## src/rtl/display_smg_mux.sv

```systemverilog
`default_nettype none
// ============================================================================
// Module   : display_smg_mux
// Brief    : Multiplexed seven-segment driver. Scans DIGITS hex nibbles onto
//            shared digit/segment pins. Shows one of CH data pages, either
//            auto-rotated on a frame timer or manually selected. The page is
//            snapshotted once per scan frame so the display never tears.
//            Includes leading-zero blanking, a page-indicator decimal point
//            and a display enable.
// Revision : 1.0 - initial release
// ============================================================================
module display_smg_mux #(
    parameter int DIGITS      = 4,
    parameter int CH          = 2,
    parameter int SCAN_DIV    = 25000,
    parameter int PAGE_FRAMES = 2000,
    localparam int PW         = (CH > 1) ? $clog2(CH) : 1
) (
    input  logic                     clk_100MHz,
    input  logic                     rst,
    input  logic [CH*4*DIGITS-1:0]   ch_data,
    input  logic                     auto_mode,
    input  logic [PW-1:0]            page_sel,
    input  logic                     lz_blank,
    input  logic                     disp_en,
    output logic [DIGITS-1:0]        sm_wei,
    output logic [7:0]               sm_duan,
    output logic [PW-1:0]            page
);

    localparam int DATA_W = 4 * DIGITS;
    localparam int SW     = (SCAN_DIV > 1)    ? $clog2(SCAN_DIV)    : 1;
    localparam int DW     = (DIGITS > 1)      ? $clog2(DIGITS)      : 1;
    localparam int FW     = (PAGE_FRAMES > 1) ? $clog2(PAGE_FRAMES) : 1;

    localparam logic [SW-1:0] SCAN_LAST  = SW'(SCAN_DIV - 1);
    localparam logic [DW-1:0] DIGIT_LAST = DW'(DIGITS - 1);
    localparam logic [FW-1:0] FRAME_LAST = FW'(PAGE_FRAMES - 1);
    localparam logic [PW-1:0] PAGE_LAST  = PW'(CH - 1);

    logic [SW-1:0]     presc;
    logic [DW-1:0]     digit;
    logic [FW-1:0]     frame_cnt;
    logic [DATA_W-1:0] snapshot;

    logic              scan_tick;
    logic              frame_end;
    logic [PW-1:0]     page_next;
    logic [FW-1:0]     frame_next;
    logic [DATA_W-1:0] page_data;
    logic [DIGITS-1:0] upper_zero;
    logic [3:0]        nibble;
    logic              blank;
    logic              dp_here;
    logic [7:0]        seg;
    logic [DIGITS-1:0] wei_next;

    // Hex digit to {g,f,e,d,c,b,a}, segments active-high.
    function automatic logic [6:0] hex7(input logic [3:0] n);
        case (n)
            4'h0:    hex7 = 7'h3F;
            4'h1:    hex7 = 7'h06;
            4'h2:    hex7 = 7'h5B;
            4'h3:    hex7 = 7'h4F;
            4'h4:    hex7 = 7'h66;
            4'h5:    hex7 = 7'h6D;
            4'h6:    hex7 = 7'h7D;
            4'h7:    hex7 = 7'h07;
            4'h8:    hex7 = 7'h7F;
            4'h9:    hex7 = 7'h6F;
            4'hA:    hex7 = 7'h77;
            4'hB:    hex7 = 7'h7C;
            4'hC:    hex7 = 7'h39;
            4'hD:    hex7 = 7'h5E;
            4'hE:    hex7 = 7'h79;
            default: hex7 = 7'h71;
        endcase
    endfunction

    assign scan_tick = (presc == SCAN_LAST);
    assign frame_end = scan_tick && (digit == DIGIT_LAST);

    // Prescaler: one scan_tick every SCAN_DIV clocks.
    always_ff @(posedge clk_100MHz or negedge rst) begin
        if (!rst)
            presc <= '0;
        else if (scan_tick)
            presc <= '0;
        else
            presc <= presc + 1'b1;
    end

    // Digit index advances on each scan tick, wrapping after the last digit.
    always_ff @(posedge clk_100MHz or negedge rst) begin
        if (!rst)
            digit <= '0;
        else if (scan_tick)
            digit <= (digit == DIGIT_LAST) ? '0 : digit + 1'b1;
    end

    // Next page / frame count, only moving at a frame boundary.
    always_comb begin
        page_next  = page;
        frame_next = frame_cnt;
        if (frame_end) begin
            if (auto_mode) begin
                if (frame_cnt == FRAME_LAST) begin
                    frame_next = '0;
                    page_next  = (page == PAGE_LAST) ? '0 : page + 1'b1;
                end else begin
                    frame_next = frame_cnt + 1'b1;
                end
            end else begin
                // Manual mode keeps the counter at 0 so auto mode starts fresh.
                frame_next = '0;
                page_next  = (page_sel > PAGE_LAST) ? PAGE_LAST : page_sel;
            end
        end
    end

    // Data slice of the page that will be current after this edge.
    always_comb begin
        page_data = '0;
        for (int p = 0; p < CH; p++) begin
            if (page_next == PW'(p))
                page_data = ch_data[p*DATA_W +: DATA_W];
        end
    end

    // Page, frame counter and snapshot all update together at frame end.
    always_ff @(posedge clk_100MHz or negedge rst) begin
        if (!rst) begin
            page      <= '0;
            frame_cnt <= '0;
            snapshot  <= '0;
        end else begin
            page      <= page_next;
            frame_cnt <= frame_next;
            if (frame_end)
                snapshot <= page_data;
        end
    end

    // upper_zero[k]: nibbles k..DIGITS-1 of the snapshot are all zero.
    for (genvar k = 0; k < DIGITS; k++) begin : g_upper_zero
        assign upper_zero[k] = ~|snapshot[DATA_W-1:4*k];
    end

    // Decode the digit currently being scanned, with blanking and page dp.
    always_comb begin
        nibble   = '0;
        blank    = 1'b0;
        dp_here  = 1'b0;
        wei_next = '0;
        for (int k = 0; k < DIGITS; k++) begin
            if (int'(digit) == k) begin
                nibble      = snapshot[k*4 +: 4];
                blank       = lz_blank && (k != 0) && upper_zero[k];
                dp_here     = (int'(page) == k);
                wei_next[k] = 1'b1;
            end
        end
        seg = blank ? 8'h00 : {dp_here, hex7(nibble)};
    end

    // Registered pin drivers; disp_en darkens pins without stalling the scan.
    always_ff @(posedge clk_100MHz or negedge rst) begin
        if (!rst) begin
            sm_wei  <= '0;
            sm_duan <= '0;
        end else begin
            sm_wei  <= disp_en ? wei_next : '0;
            sm_duan <= disp_en ? seg : 8'h00;
        end
    end

endmodule
`default_nettype wire

```

## config.mk

```make
export PLATFORM = sky130hd
export DESIGN_NAME = display_smg_mux
export DESIGN_NICKNAME = d
export VERILOG_FILES = /design/src/rtl/display_smg_mux.sv
export SDC_FILE = /design/constraint.sdc
export NUM_CORES = 1
export LEC_CHECK = 0
export BUFFER_PORTS_ARGS = -buffer_cell sky130_fd_sc_hd__buf_2
export CAP_MARGIN = 10
export CORE_MARGIN = 2
export CORE_UTILIZATION = 50
export CTS_CLUSTER_DIAMETER = 200
export DETAILED_ROUTE_END_ITERATION = 8
export HOLD_SLACK_MARGIN = 0.02
export PLACE_DENSITY = 0.74
export SLEW_MARGIN = 25
export SYNTH_ARGS = -nofsm -noshare
export SYNTH_HDL_FRONTEND = slang
export SYNTH_SLANG_ARGS = --single-unit
```

## constraint.sdc

```tcl
create_clock -name clk_100MHz -period 7 [get_ports clk_100MHz]
set_input_delay 1.05 -clock clk_100MHz [delete_from_list [all_inputs] [get_ports clk_100MHz]]
set_output_delay 1.05 -clock clk_100MHz [all_outputs]
set_load 0.005 [all_outputs]
```

==> summary.md, run 1 <==
| Metric | Value |
|---|---|
| R2R depth | `6` |
| Final setup viols | `0` |
| Util after Layout | `0.598` |
| Initial core utilization | `0.514` |
| Primary FF master, synth | `dfrtp_1` |
| Worst stage delay on the critical path | `just under 0.7 ns` |
| CTS Buffer Depth | `2` |
| Post-Syn Instances | `312` |
| Clock Skews | `0.0111 ns` |
| Crit-path cells | `or4_4 > nor4_4 > and2_2 > o21ai_0 > nand2_1 > o21ai_0` |
| Drt initial violations | `approximately 130` |
| Worst-skew pair later-pin latency | `0.34 ns` |
| Gp weighted congestion | `0.819` |
| Die area | `6690 um2` |
| Setup Fix Bufs, Post-CTS | `0` |
| Hold_buf cts | `0` |
| Cell area power density | `between 150 and 200 nW/um2` |
| Worst hold path class | `register to register` |
| Highest-count cells in the layout ignoring fill and taps | `57 x dfrtp_1, 50 x buf_2, 31 x nand2_1, 31 x nor2_1, 28 x a21oi_1` |
| CTS sink cnt | `between 50 and 60` |
| Worst-Margin Slew | `0.708 ns` |
| First-pass DRT Iterations | `4` |
| Fraction of layout cells with a size suffix above 1 | `0.210` |
| Most used cell, CP | `o21ai_0` |
| Arrival time worst endpoint | `between 3 and 4 ns` |
| DP HPWL | `4220 um` |
| Post-Syn Area | `around 3000 um2` |
| Row Count | `28` |
| Die X-Extent | `just over 80 um` |
| Setup TNS | `0 ns` |
| Vias in the first global route | `about 2200` |
| Post-layout minimum cycle time | `2.81 ns` |
| Initial antenna violation count | `0` |
| Mapped Nets | `362` |
| Slowest cell on crit path | `and2_2` |
| CTS root buf | `clkbuf_8` |
| Worst path buffer plus inverter count | `0` |
| Slew Viols, Final | `0` |
| Core area | `around 5900 um2` |
| Fin area | `~3500 um2` |
| Share of the clock period used by the worst path | `0.401` |
| Max Fclk | `~360 MHz` |
| Crit. Startpoint | `presc[6]$_DFF_PN0_` |
| CP Max Fanout | `38` |
| EDFF count, synth | `0` |
| VDD IR max | `121 uV` |
| TritonCTS Buffers | `9` |
| Max transition margin | `0.525` |
| CTS tree | `yes` |
| Reg2Reg Setup Slack | `between 4 and 5 ns` |
| GRT overflow | `0` |
| RSZ-0062 raised after global routing | `false` |
| WL per Instance | `13.7 um` |
| IO buf count | `50` |
| Crit path to | `frame_cnt[8]$_DFFE_PN0N_` |
| First-pass GRT wire length | `10300 um` |
| Ys async rst share | `1.00` |
| Total of max-cap violations | `0` |
| Total GRT Usage | `0.206` |
| Register area share after synthesis | `0.471` |
| Synthesis Warnings | `0` |
| # DRC | `0` |
| Post-CTS Resized | `0` |
| Crit Path Class | `register to register` |
| CP Depth | `6` |
| Worst-path clk slew | `0.06 ns` |
| # nets final | `413` |
| H-tree lvl count | `3` |
| Routed Antenna Nets | `0` |
| Io pins | `between 50 and 60` |
| Die span in y | `81.8 um` |
| Diode count | `0` |
| Avg Cell Area, Syn | `approximately 9.7 um2` |
| Largest net degree at the start of global routing | `58` |
| Critical R2R Capture | `frame_cnt[8]$_DFFE_PN0N_` |
| Total Wirelength | `6040 um` |
| Fin. Hold Viols | `0` |
| Vias per cell | `approximately 5.4` |
| Leakage dissipation | `1.59 nW` |
| WP data required | `7.21 ns` |
| Syn-to-layout area delta | `16.3%` |
| Yosys reg bits | `57` |
| CP endpoint kind | `register` |
| Most common library cell in the layout ignoring fill and taps | `dfrtp_1` |
| Worst hold margin | `0.475 ns` |
| Status | `complete, no violations` |
| Reg2reg start | `presc[6]$_DFF_PN0_` |
| Vias | `around 2400` |
| CP Launch Type | `register` |
| Placed cell areas | `3320 um2` |
| Unique masters post-synth | `49` |
| CP delay by family, top | `simple AND/OR/NAND/NOR gates` |
-- Yosys cell counts, types with 4 or more instances --
library cell / n / area share
nor3_1: 4 / 0.0066
inv_1: 9 / 0.011
a21oi_1: 28 / 0.046
dfrtp_1: 57 / 0.47
a31oi_1: 5 / 0.010
nand2_1: 31 / 0.038
nand4_1: 8 / 0.017
mux2i_1: 18 / 0.060
xor2_1: 8 / 0.023
o21ai_0: 22 / 0.036
xnor2_1: 4 / 0.012
clkbuf_1: 5 / 0.0062
nand3_1: 5 / 0.0083
nor2b_1: 4 / 0.0083
nor2_1: 31 / 0.038
o21ai_1: 4 / 0.0066
ha_1: 12 / 0.050
and2_1: 9 / 0.019
-- cell families after synthesis --
group,share of synthesized area
mux,0.0632
flops,0.471
buf+inv,0.0310
simple gates,0.207
compound gates,0.143
xor+xnor,0.0347
fa+ha+maj,0.0496
-- worst min path at each step --
| stage | from | endpoint | slack (ns) | cells past startpoint |
|---|---|---|---|---|
| after floorplan | frame_cnt[10]$_DFFE_PN0N_ | frame_cnt[10]$_DFFE_PN0N_ | 0.43 | 1 |
| after global placement | frame_cnt[10]$_DFFE_PN0N_ | frame_cnt[10]$_DFFE_PN0N_ | 0.45 | 1 |
| after detailed placement | frame_cnt[10]$_DFFE_PN0N_ | frame_cnt[10]$_DFFE_PN0N_ | 0.46 | 1 |
| after CTS | frame_cnt[10]$_DFFE_PN0N_ | frame_cnt[10]$_DFFE_PN0N_ | 0.47 | 1 |
| after global routing | frame_cnt[10]$_DFFE_PN0N_ | frame_cnt[10]$_DFFE_PN0N_ | 0.48 | 1 |
| final | frame_cnt[10]$_DFFE_PN0N_ | frame_cnt[10]$_DFFE_PN0N_ | 0.48 | 1 |
-- worst reg2reg max path, cell delays in order, from the launching register on --
cell	delay, ns
dfrtp_1	0.42
or4_4	0.54
nor4_4	0.66
and2_2	0.69
o21ai_0	0.19
nand2_1	0.10
o21ai_0	0.08
-- final cells by class --
cell class,instances,area (um2)
Clock buffer,12,155
Clock inverter,3,40.0
Fill cell,513,2360
Inverter,9,33.8
Multi-Input combinational cell,235,1510
Sequential cell,57,1430
Tap cell,75,93.8
Timing Repair Buffer,51,258
-- metal layers --
metal	up-vias	wire [um]	track usage
met3	12	291	0.0593
met5	-	0	0
met1	1093	2840	0.270
met2	55	2800	0.322
li1	1208	-	-
met4	0	105	0.0833
-- sequential cells by signal, indices dropped and copies added, names as in the netlist --
register and flops:
digit 2, frame_cnt 11, page 1, presc 15, sm_duan 8, sm_wei 4, snapshot 16
-- power by group --
part | total, mW | internal [mW] | leakage [nW] | switching (mW)
logic | 0.0341 | 0.0156 | 0.811 | 0.0186
clock network | 0.307 | 0.181 | 0.102 | 0.127
registers | 0.332 | 0.331 | 0.679 | 0.000356
-- stage by stage --
| step | setup WS (ns) | cells | power, mW |
|---|---|---|---|
| 2_1_floorplan | 4.72 | 312 | 0.352 |
| 3_3_place_gp | 3.85 | 427 | 0.372 |
| 3_5_place_dp | 4.16 | 427 | 0.373 |
| 4_1_cts | 4.15 | 442 | 0.678 |
| 5_1_grt | 3.92 | 442 | 0.698 |
| 6_report | 4.19 | 442 | 0.673 |
No activity file was read; power rests on OpenSTA's default activity.
==> run 2: changes to the inputs <==
--- a/config.mk
+++ b/config.mk
@@ -5,6 +5,7 @@
 export SDC_FILE = /design/constraint.sdc
 export NUM_CORES = 1
 export LEC_CHECK = 0
+export ABC_AREA = 1
 export BUFFER_PORTS_ARGS = -buffer_cell sky130_fd_sc_hd__buf_2
 export CAP_MARGIN = 10
 export CORE_MARGIN = 2
@@ -12,7 +13,7 @@
 export CTS_CLUSTER_DIAMETER = 200
 export DETAILED_ROUTE_END_ITERATION = 8
 export HOLD_SLACK_MARGIN = 0.02
-export PLACE_DENSITY = 0.74
+export PLACE_DENSITY = 0.76
 export SLEW_MARGIN = 25
 export SYNTH_ARGS = -nofsm -noshare
 export SYNTH_HDL_FRONTEND = slang
==> constraint.sdc (replaced) <==
create_clock -name clk_100MHz -period 2.56 [get_ports clk_100MHz]
set_input_delay 0.384 -clock clk_100MHz [delete_from_list [all_inputs] [get_ports clk_100MHz]]
set_output_delay 0.384 -clock clk_100MHz [all_outputs]
set_load 0.005 [all_outputs]
==> run 2 against run 1 <==
  * Count of clock-buffer cells in the layout increased by 2
  * Clock power increased to 2.6 times the previous value
  * Sequential cell count unchanged
  * Die area increased by 14%
  * Critical path depth increased by 4
  * Critical endpoint is now sm_duan[3]$_DFF_PN0_
  * Fmax increased by 26%
  * Final cell count increased by 34%
  * Worst hold slack got worse by 0.44 ns
  * Combinational power increased to 2.5 times the previous value
  * Register-to-register slack got worse by 3.9 ns
  * Largest cell class unchanged
==> summary.md, run 2 <==
| Metric | Value |
|---|---|
| Synthesis Warnings | `0 (unchanged)` |
| Die span in y | `87.3 um (+6.7%)` |
| Vias per cell | `4.96 (-7.4%)` |
| Pre-CTS WS | `0.167 ns (-3.99 ns)` |
| WL per Instance | `11.9 um (-13%)` |
| Synth Area in Compound Gates | `0.0859 (-0.0572)` |
| Initial core utilization | `0.513 (-0.000910)` |
| Largest registers | `snapshot (16), presc (15), frame_cnt (11)` |
| Max Fclk | `449 MHz (+26%)` |
| Io pins | `51 (unchanged)` |
| Xor-xnor portion of the synthesized cell area | `0.0101 (-0.0246)` |
| Mux cell area share after synthesis | `0.00325 (-0.0600)` |
| Commonest cells in the netlist | `101 x nand2_1, 77 x inv_1, 57 x dfrtp_1` |
| CTS sink cnt | `57 (unchanged)` |
| Most common library cell in the layout ignoring fill and taps | `nand2_1` |
| Min setup slack post-route | `0.333 ns (-3.86 ns)` |
| CP Launch Type | `register` |
| Gp weighted congestion | `0.831 (+1.5%)` |
| TritonCTS Buffers | `9 (unchanged)` |
| Arrival time worst endpoint | `2.49 ns (-0.53 ns)` |
| R2R depth | `10 (+4)` |
| CP endpoint kind | `register` |
| First-pass DRT Iterations | `4 (unchanged)` |
| Reg2Reg Setup Slack | `0.33 ns (-3.86 ns)` |
| Share of the clock period used by the worst path | `0.870 (+0.469)` |
| Count leader, synth | `nand2_1` |
| First-pass GRT wire length | `12700 um (+22%)` |
| Vias | `2947 (+24%)` |
| Slowest cell on crit path | `dfrtp_1` |
| Synth area leader | `dfrtp_1` |
| Initial antenna violation count | `0 (unchanged)` |
| Fin. Hold Viols | `0 (unchanged)` |
| Final setup viols | `0 (unchanged)` |
| Largest family of logic cells by synthesized area | `simple AND/OR/NAND/NOR gates` |
| Max reg flops | `16 (unchanged)` |
| Total GRT Usage | `0.211 (+0.00516)` |
| Primary FF master, synth | `dfrtp_1` |
| Cell area power density | `447 nW/um2 (+130%)` |
| Overall power | `1.78 mW (+160%)` |
| Total Wirelength | `7090 um (+17%)` |
| GRT overflow | `0 (unchanged)` |
| Worst-Margin Slew | `0.554 ns (-0.154 ns)` |
| RSZ-0062 raised after global routing | `false` |
| Most used cell, CP | `inv_1` |
| Crit-path cells | `inv_1 > ha_1 > nor2_2 > inv_1 > o21ai_2 > inv_1 > ha_1 > o21ai_0 > o21ai_0 > nor2_1` |
| Mapped Nets | `503 (+39%)` |
| Post-layout minimum cycle time | `2.23 ns (-0.581 ns)` |
| CTS tree | `yes` |
| Slew Viols, Final | `0 (unchanged)` |
| VDD IR max | `200 uV (+65%)` |
| Reg2reg start | `digit[0]$_DFFE_PN0N_` |
| # fillers | `628 (+22%)` |
| CTS root buf | `clkbuf_8` |
| Die area | `7620 um2 (+14%)` |
| Clock Skews | `0.00956 ns (-0.00152 ns)` |
| Crit Path Class | `register to register` |
| Avg Cell Area, Syn | `7.66 um2 (-21%)` |
| Post-synthesis simple-gate area fraction | `0.335 (+0.128)` |
| Drt initial violations | `130 (-0.76%)` |
| Highest-count cells in the layout ignoring fill and taps | `101 x nand2_1, 77 x inv_1, 57 x dfrtp_1` |
| Max transition margin | `0.631 (+0.106)` |
| IO buf count | `50 (unchanged)` |
| Leakage dissipation | `2.14 nW (+34%)` |
| Core area | `6760 um2 (+15%)` |
| Yosys reg bits | `57 (unchanged)` |
| Post-Syn Area | `3470 um2 (+15%)` |
| Vias in the first global route | `2895 (+30%)` |
| H-tree lvl count | `3 (unchanged)` |
| Top reg by flops | `snapshot` |
| Die X-Extent | `87.3 um (+6.7%)` |
| Hold_buf cts | `0 (unchanged)` |
| Critical R2R Capture | `sm_duan[3]$_DFF_PN0_` |
| Synth Area in Adders | `0.0433 (-0.00632)` |
| Syn-to-layout area delta | `14.8%` |
| Largest net degree at the start of global routing | `36 (-38%)` |
| Row Count | `30 (+7.1%)` |
| Worst stage delay on the critical path | `0.38 ns (-0.31 ns)` |
| Fraction of layout cells with a size suffix above 1 | `0.220 (+0.0100)` |
| EDFF count, synth | `0 (unchanged)` |
| Diode count | `0 (unchanged)` |
| CTS Buffer Depth | `2 (unchanged)` |
| Top cells by area, synth | `dfrtp_1 41%, nand2_1 11%, inv_1 8.3%` |
| Routed Antenna Nets | `0 (unchanged)` |
| Worst-path clk slew | `0.07 ns (about the same)` |
| Register area share after synthesis | `0.411 (-0.0600)` |
| Post-Syn Instances | `453 (+45%)` |
| Worst-skew pair later-pin latency | `0.33 ns (about the same)` |
| Status | `complete, no violations` |
| Placed cell areas | `3780 um2 (+14%)` |
| WP data required | `2.82 ns (-4.39 ns)` |
| DP HPWL | `5480 um (+30%)` |
| Ys async rst share | `1.00 (unchanged)` |
| Worst hold path class | `input port to asynchronous set/reset pin` |
| # nets final | `559 (+35%)` |
| # DRC | `0 (unchanged)` |
| Setup TNS | `0 ns (unchanged)` |
| Synth top area share | `0.411 (-0.0600)` |
| Total of max-cap violations | `0 (unchanged)` |
| Unique masters post-synth | `38 (-22%)` |
| CP Max Fanout | `5 (-87%)` |
| Fin area | `3980 um2 (+13%)` |
## run 2: cell types whose count changed after synthesis, moves of 5 or more
cell and change:
a21oi_1 -7, and2_1 -9, inv_1 +68, inv_2 +7, mux2i_1 -18, nand2_1 +70, nand2_2 +12, nand3_1 +40
nand3_2 +7, nand4_1 -5, nor2_1 +7, nor3_1 +7
## run 2: metrics by stage
| stage | utilization | hold slack, ns | instances |
|---|---|---|---|
| finish | 0.589 | 0.0317 | 594 |
| global route | 0.589 | 0.0649 | 594 |
| CTS | 0.588 | 0.0388 | 594 |
| detailed placement | 0.559 | 0.406 | 578 |
| global placement | 0.559 | 0.391 | 578 |
| floorplan | - | 0.0884 | 453 |
## run 2: logic make-up after synthesis
logic type                 count (synthesis)
buffers and inverters                     92
adders and majority gates                 12
AOI/OAI and AO/OA                         54
DFF                                       57
and+or+nand+nor                          233
muxes                                      1
xor gates and xnor gates                   4
## run 2: how the worst max path moves through the flow
stage / to / slack, ns / cells past startpoint / from
2_1_floorplan: sm_duan[3]$_DFF_PN0_ / 0.48 / 13 / digit[0]$_DFFE_PN0N_
3_3_place_gp: sm_duan[3]$_DFF_PN0_ / 0.29 / 12 / digit[0]$_DFFE_PN0N_
3_5_place_dp: sm_duan[0]$_DFF_PN0_ / 0.17 / 12 / digit[0]$_DFFE_PN0N_
4_1_cts: sm_duan[0]$_DFF_PN0_ / 0.14 / 12 / digit[1]$_DFFE_PN0N_
5_1_grt: sm_duan[3]$_DFF_PN0_ / 0.1 / 10 / digit[0]$_DFFE_PN0N_
6_report: sm_duan[3]$_DFF_PN0_ / 0.33 / 10 / digit[0]$_DFFE_PN0N_
## run 2: critical path, delay by kind of cell, from the launching register on
family	cells	cell delay (ns)
compound gates	3	0.57
fa+ha+maj	2	0.52
simple gates	2	0.31
flops	1	0.38
buf+inv	3	0.36
## run 2: per-layer routing
layer	vias to the layer above	global-route usage	share of wire
li1	1537	-	-
met1	1318	0.278	0.46
met2	83	0.333	0.47
met3	9	0.0370	0.048
met4	0	0.108	0.018
met5	-	0	0
## run 2: cell type report
| type | instances | area (um2) | share of cell area |
|---|---|---|---|
| Sequential cell | 57 | 1430 | 0.358 |
| Clock inverter | 2 | 10.0 | 0.00251 |
| Clock buffer | 14 | 183 | 0.0459 |
| Timing Repair Buffer | 52 | 278 | 0.0697 |
| Tap cell | 80 | 100 | 0.0251 |
| Multi-Input combinational cell | 304 | 1670 | 0.418 |
| Inverter | 85 | 320 | 0.0804 |
## run 2: timing repair
action                     4_1_cts  5_1_grt
setup buffers                    0        0
setup endpoints to repair        0        6
gates resized for setup          0        3
## run 2: power breakdown
part / total, mW / internal, mW / switching (mW) / leakage (nW)
Combinational: 0.0863 / 0.0377 / 0.0485 / 1.38
Sequential: 0.906 / 0.905 / 0.00102 / 0.650
Clock: 0.789 / 0.454 / 0.335 / 0.102
Total: 1.78 / 1.40 / 0.384 / 2.14
